--- src/rtl/tick_stopwatch.sv ---
// MM:SS BCD stopwatch counting rising edges of the divided clock as seconds.
// Start/stop toggles run/pause; clear zeroes the count and returns to idle.
module tick_stopwatch #(
    parameter int SYNC_STAGES = 2,
    parameter int MIN_LIMIT   = 59
) (
    input  logic       clk,
    input  logic       rst_n,
    input  logic       div_in,
    input  logic       start_stop,
    input  logic       clear,
    output logic [3:0] sec_ones,
    output logic [3:0] sec_tens,
    output logic [3:0] min_ones,
    output logic [3:0] min_tens,
    output logic       running,
    output logic       tick_out,
    output logic       rollover
);

    typedef enum logic [1:0] {
        IDLE  = 2'd0,
        RUN   = 2'd1,
        PAUSE = 2'd2
    } stateT;

    localparam logic [3:0] LIM_TENS = 4'(MIN_LIMIT / 10);
    localparam logic [3:0] LIM_ONES = 4'(MIN_LIMIT % 10);

    stateT                  state;
    logic [SYNC_STAGES-1:0] syncQ;
    logic [SYNC_STAGES:0]   chain;
    logic                   countEn;

    // The top of the chain doubles as the edge-detect history, so the edge is
    // judged on the flop inputs and tick_out lands SYNC_STAGES cycles after div_in.
    assign chain   = {syncQ, div_in};
    assign countEn = tick_out && (state == RUN);

    always_ff @(posedge clk) begin
        if (!rst_n) begin
            // NOTE: sync/history reset to 1 so a div_in already high at release is not an edge.
            syncQ    <= '1;
            tick_out <= 1'b0;
            state    <= IDLE;
            running  <= 1'b0;
            rollover <= 1'b0;
            sec_ones <= 4'd0;
            sec_tens <= 4'd0;
            min_ones <= 4'd0;
            min_tens <= 4'd0;
        end else begin
            syncQ    <= chain[SYNC_STAGES-1:0];
            tick_out <= chain[SYNC_STAGES-1] & ~chain[SYNC_STAGES];
            rollover <= 1'b0;

            if (clear) begin
                state    <= IDLE;
                running  <= 1'b0;
                sec_ones <= 4'd0;
                sec_tens <= 4'd0;
                min_ones <= 4'd0;
                min_tens <= 4'd0;
            end else begin
                if (countEn) begin
                    if (sec_ones != 4'd9) begin
                        sec_ones <= sec_ones + 4'd1;
                    end else begin
                        sec_ones <= 4'd0;
                        if (sec_tens != 4'd5) begin
                            sec_tens <= sec_tens + 4'd1;
                        end else begin
                            sec_tens <= 4'd0;
                            if (min_tens == LIM_TENS && min_ones == LIM_ONES) begin
                                min_ones <= 4'd0;
                                min_tens <= 4'd0;
                                rollover <= 1'b1;
                            end else if (min_ones != 4'd9) begin
                                min_ones <= min_ones + 4'd1;
                            end else begin
                                min_ones <= 4'd0;
                                min_tens <= min_tens + 4'd1;
                            end
                        end
                    end
                end

                // A tick coinciding with start_stop in RUN was counted above before pausing.
                if (start_stop) begin
                    case (state)
                        RUN: begin
                            state   <= PAUSE;
                            running <= 1'b0;
                        end
                        default: begin
                            state   <= RUN;
                            running <= 1'b1;
                        end
                    endcase
                end
            end
        end
    end

endmodule

--- config.mk ---
export PLATFORM = sky130hd
export DESIGN_NAME = tick_stopwatch
export DESIGN_NICKNAME = d
export VERILOG_FILES = /design/src/rtl/tick_stopwatch.sv
export SDC_FILE = /design/constraint.sdc
export NUM_CORES = 1
export LEC_CHECK = 0
export ABC_CLOCK_PERIOD_IN_PS = 1900
export CAP_MARGIN = 20
export CORE_ASPECT_RATIO = 0.6
export CORE_MARGIN = 4
export CORE_UTILIZATION = 25
export DETAILED_ROUTE_END_ITERATION = 8
export PLACE_DENSITY = 0.5
export SYNTH_ARGS = -nofsm -noshare
export SYNTH_HDL_FRONTEND = slang
export SYNTH_SLANG_ARGS = --single-unit
--- constraint.sdc ---
create_clock -name clk -period 1.9 [get_ports clk]
set_input_delay 0.19 -clock clk [delete_from_list [all_inputs] [get_ports clk]]
set_output_delay 0.19 -clock clk [all_outputs]
set_load 0.02 [all_outputs]
# ---- Word level (Yosys, flattened, before mapping)
# Index checks and enable logic that the tools add are counted.
dict set report totals {
  rom_bits 0
  mem_count 0
  mem_bits_rw 0
  input_bits 5
  wordCells 42
  output_inout_bits 19
  ff_bits 23
  latchBits 0
}
dict set report classes {
  n_shift 0
  reduce_logical 7
  n_eq_ne 7
  n_bitwise 6
  addsub 4
  div_mod_pow 0
  multipliers 0
  mux 9
  order_cmp 0
}
# op n
set op_table {}
lappend op_table {{4-bit 2-to-1 mux} 6}
lappend op_table {{4-bit by 1-bit adder with 4-bit output, second input constant} 4}
lappend op_table {{4-bit != test, second input constant} 2}
lappend op_table {{1-bit NOT} 5}
lappend op_table {{5-bit OR reduction} 1}
lappend op_table {{4-bit by 3-bit equality test with 1-bit output, second input constant} 1}
lappend op_table {{4-bit equality test, second input constant} 1}
lappend op_table {{4-bit by 3-bit != test with 1-bit output, second input constant} 1}
lappend op_table {{4-bit AND reduction} 1}
lappend op_table {{3-bit AND reduction} 1}
lappend op_table {{2-bit by 1-bit equality test with 1-bit output, second input constant} 1}
lappend op_table {{1-bit logical AND} 2}
lappend op_table {{1-bit 2-to-1 mux} 2}
lappend op_table {{2-bit 2-to-1 mux} 1}
lappend op_table {{2-bit != test, second input constant} 1}
lappend op_table {{2-bit AND reduction} 1}
lappend op_table {{2-bit OR reduction} 1}
lappend op_table {{1-bit bitwise AND} 1}

# ---- Longest topological paths before layout
# Gate-level depths: netlist (run 1).
dict set report depth {
  word_depth 4
  mapped_depth 6
  mapped_depth_nobuf 6
}

# ---- Worst setup path before layout (run 1)
# OpenSTA, ideal clock, no wires.
dict set report synth_timing {
  kind {reg2reg}
  from {reg min_ones[0]}
  to {reg min_tens[3]}
  synth_period_minus_slack_ns 1.707
  required_ns 1.830
  slack_ns 0.193
  setup_ns 0.070
  n_path_buf 0
  path_stages_with_launch 6
  arrival_time_ns 1.637
  cell_sequence {dfxtp_1 ha_1 and3b_1 nand4_4 or4_1 a21oi_1}
}
dict set report synth_between {
  elab_chain_len 4
  elab_cells_between_ends 6
  classes_between {eq/ne (3); mux (1); reduce/logical (2)}
}
# element line
set synth_lines {}
lappend synth_lines {{start, declared} 14} ;# output logic [3:0] min_ones,
lappend synth_lines {{start signal, assigned} 79} ;# min_ones <= min_ones + 4'd1;
lappend synth_lines {{4-bit equality test} 74} ;# if (min_tens == LIM_TENS && min_ones == LIM_ONES) begin
lappend synth_lines {{1-bit logical AND} 74}
lappend synth_lines {{2-bit != test (no source line)} n/a}
lappend synth_lines {{4-bit AND reduction (no source line)} n/a}
lappend synth_lines {{end signal, assigned} 82} ;# min_tens <= min_tens + 4'd1;
lappend synth_lines {{end, declared} 15} ;# output logic [3:0] min_tens,
# Parallel ways exist; a longest one is shown, timed or not.
# A chain may end at the register's enable or synchronous reset.

# ---- Final worst setup path (run 1)
# Ends and elaborated chain as after synthesis.

==> reports/qor.txt, run 1 <==
Outcome: completed
Type of the worst setup path: reg2reg
Power per cell area: 620 nW/um^2
Clk sinks: 22
Final Slew Violations: 0
Worst-path clk slew: 0.08 ns
Die H: 57.1 um
Multi-input gate area: 533 um^2
Inserted Diodes: 0
Post-cts sizing count: 0
Final period utilization: 90.4%
Cell area after synthesis: 1000 um^2
# rows: 17
Fillers: 358
Share of post-route cells with drive strength above 1: 7.58%
DP Wirelength: 1520 um
Most common cell in the netlist: dfxtp_1
Crit-path max FO: 10
CP endpoint kind: flip-flop
# setup viols final: 0
CP peak stage delay: 0.50 ns
Hold Buf Count CTS: 0
Initial Util: 26.7%
Port Buffers: 23
Area after DPL: 1290 um^2
Critical Path Source Type: flip-flop
CORE AREA: 3760 um^2
Post-synth EDFFs: 0
Die Wd: 89.8 um
Hold Violations, Final: 0
Max Fclk: 0.582 GHz
Routed WL: 2110 um
Critical path arrival: 1.92 ns
CP cell instances: ha_1 > and3b_1 > nand4_4 > or4_1 > a21oi_1
Placed cell count: 175
Worst slew pin tran: 0.320 ns
WHS Path Cells: 1
Initial antenna violation count: 0
Drt via density: 4.64
Gpl congestion: 0.771
Clk Latency, worst-skew pair: 0.26 ns
Yosys warnings: 0
Worst Clk Skew: 0.00495 ns
Synth area leaders: dfxtp_1, a21oi_1, ha_1
Antenna Violating Nets Remaining: 0
CTS tree: done
Worst endpoint required time: 2.10 ns
Num CTS Buffers: 3
Die area: 5130 um^2
Leakage: 0.483 nW
First-pass GRT wire length: 3560 um
Detailed-route DRC error count: 0
Vias in the first global route: 777
Final std cells w/o fill: 179
Gr usage total: 8.62%
RSZ-0062 raised after global routing: false
Asr flop ratio synth: 0%
Post-synthesis sequential area ratio: 43.8%
DR vias: 831
Main synth FF type: dfxtp_1
Synth cell count leaders: dfxtp_1, a21oi_1, nor2_1
Relative slew slack: 78.7%
Max VDD drop: 256 uV
Pin count of the biggest net entering global routing: 18
Mapped Cells: 107
Nets: 142
Starting DRC count in detailed routing: 7
1st-pass router iterations: 2
Avg Cell Area, Syn: 9.39 um^2
Total power: 0.000836 W
Post-synth top area cell: dfxtp_1
Max clock buf depth: 2
Worst Hold Class: reg2reg
Setup slack on the worst flop-to-flop path: 0.18 ns
Worst r2r path cells: 5
Post-CTS Setup Bufs: 0
Fin area: 1350 um^2
# IOs: 24
Synthesis-to-finish area growth: 34.1%
Yosys top cell area share: 43.8%
H-tree Lvls: 1
Synth cell types: 32
GRT Residual Overflow: 0
Setup TNS: 0 ns
# Max-Cap Violations: 0
Minimum clock period: 1.72 ns
Wire per inst: 11.8 um
Reg area: 440 um^2
Post-Synthesis Net Count: 116
Slowest cell on crit path: or4_1
Clock root buffer: clkbuf_8
Seq cells post-synth: 22
## logic make-up after synthesis
group | share of synthesized area, %
flops | 43.8
compound gates | 11.5
buf+inv | 3.11
xor+xnor | 3.49
fa+ha+maj | 4.98
mux | 1.99
simple gates | 31.1
## stage by stage
step	util (%)	setup slack, ns	hold slack (ns)
2_1_floorplan	-	0.193	0.263
5_1_grt	35.8	0.0181	0.475
4_1_cts	35.8	0.170	0.450
3_5_place_dp	34.3	0.196	0.426
3_3_place_gp	34.3	0.261	0.413
6_report	35.8	0.182	0.445
## placed cells by master, fill, tap and decap left out, types with 2 or more instances in the layout
cell type | synthesis | final
mux2i_1 | 2 | 2
xor2_1 | 4 | 4
buf_4 | 0 | 2
or3_1 | 4 | 4
nand2b_1 | 4 | 4
ha_1 | 4 | 4
and3b_1 | 3 | 3
dfxtp_1 | 22 | 22
nand2_1 | 7 | 7
clkdlybuf4s50_1 | 0 | 23
nor2b_1 | 2 | 2
o21ai_0 | 5 | 5
or4_1 | 2 | 2
a311oi_1 | 2 | 2
nor3b_1 | 3 | 3
and3_1 | 2 | 2
a21oi_1 | 11 | 11
inv_1 | 4 | 4
clkbuf_8 | 0 | 4
nor2_1 | 9 | 9
## registers in the layout, summed over array words and instances (netlist names)
| name | flops |
|---|---|
| min_ones | 4 |
| min_tens | 4 |
| rollover | 1 |
| sec_ones | 4 |
| sec_tens | 4 |
| state | 2 |
| syncQ | 2 |
| tick_out | 1 |
## metal layers
metal	GRT usage, %	wire length [um]	vias to the layer above
li1	-	-	430
met1	11.1	1110	384
met2	12.8	862	15
met3	4.22	130	2
met4	2.62	12	0
met5	0	0	-
## cell type report
| cell class | count | share of cell area, % |
|---|---|---|
| Timing Repair Buffer | 25 | 18.2 |
| Multi-Input combinational cell | 77 | 39.6 |
| Inverter | 4 | 1.11 |
| Clock buffer | 4 | 4.09 |
| Tap cell | 47 | 4.36 |
| Sequential cell | 22 | 32.7 |
## critical path, delay by kind of cell (launching register included)
kind | cells | cell delay [ns]
AND/OR/NAND/NOR | 3 | 0.92
flip-flops | 1 | 0.43
adder cells (fa/ha/maj) | 1 | 0.17
AO/OA/AOI/OAI | 1 | 0.14
## worst paths after layout
kind                    start          end
setup / recovery  min_ones[0]  min_tens[3]
hold reg to reg      syncQ[0]     syncQ[1]
hold / removal       syncQ[0]     syncQ[1]
setup reg to reg  min_ones[0]  min_tens[3]
## report_power, final
part           switching [W]  internal, W
registers         0.00000271     0.000464
clock network       0.000154     0.000185
logic              0.0000144    0.0000153
total               0.000171     0.000664
Note: power is estimated with default switching activity, not from simulation.
==> run 2: changes to the inputs <==
--- a/config.mk
+++ b/config.mk
@@ -11,6 +11,7 @@
 export CORE_MARGIN = 4
 export CORE_UTILIZATION = 25
 export DETAILED_ROUTE_END_ITERATION = 8
+export HOLD_SLACK_MARGIN = 0.02
 export PLACE_DENSITY = 0.5
 export SYNTH_ARGS = -nofsm -noshare
 export SYNTH_HDL_FRONTEND = slang
==> results of run 2 <==
Same layout as run 1: the final DEF is identical, and so are final timing and power.
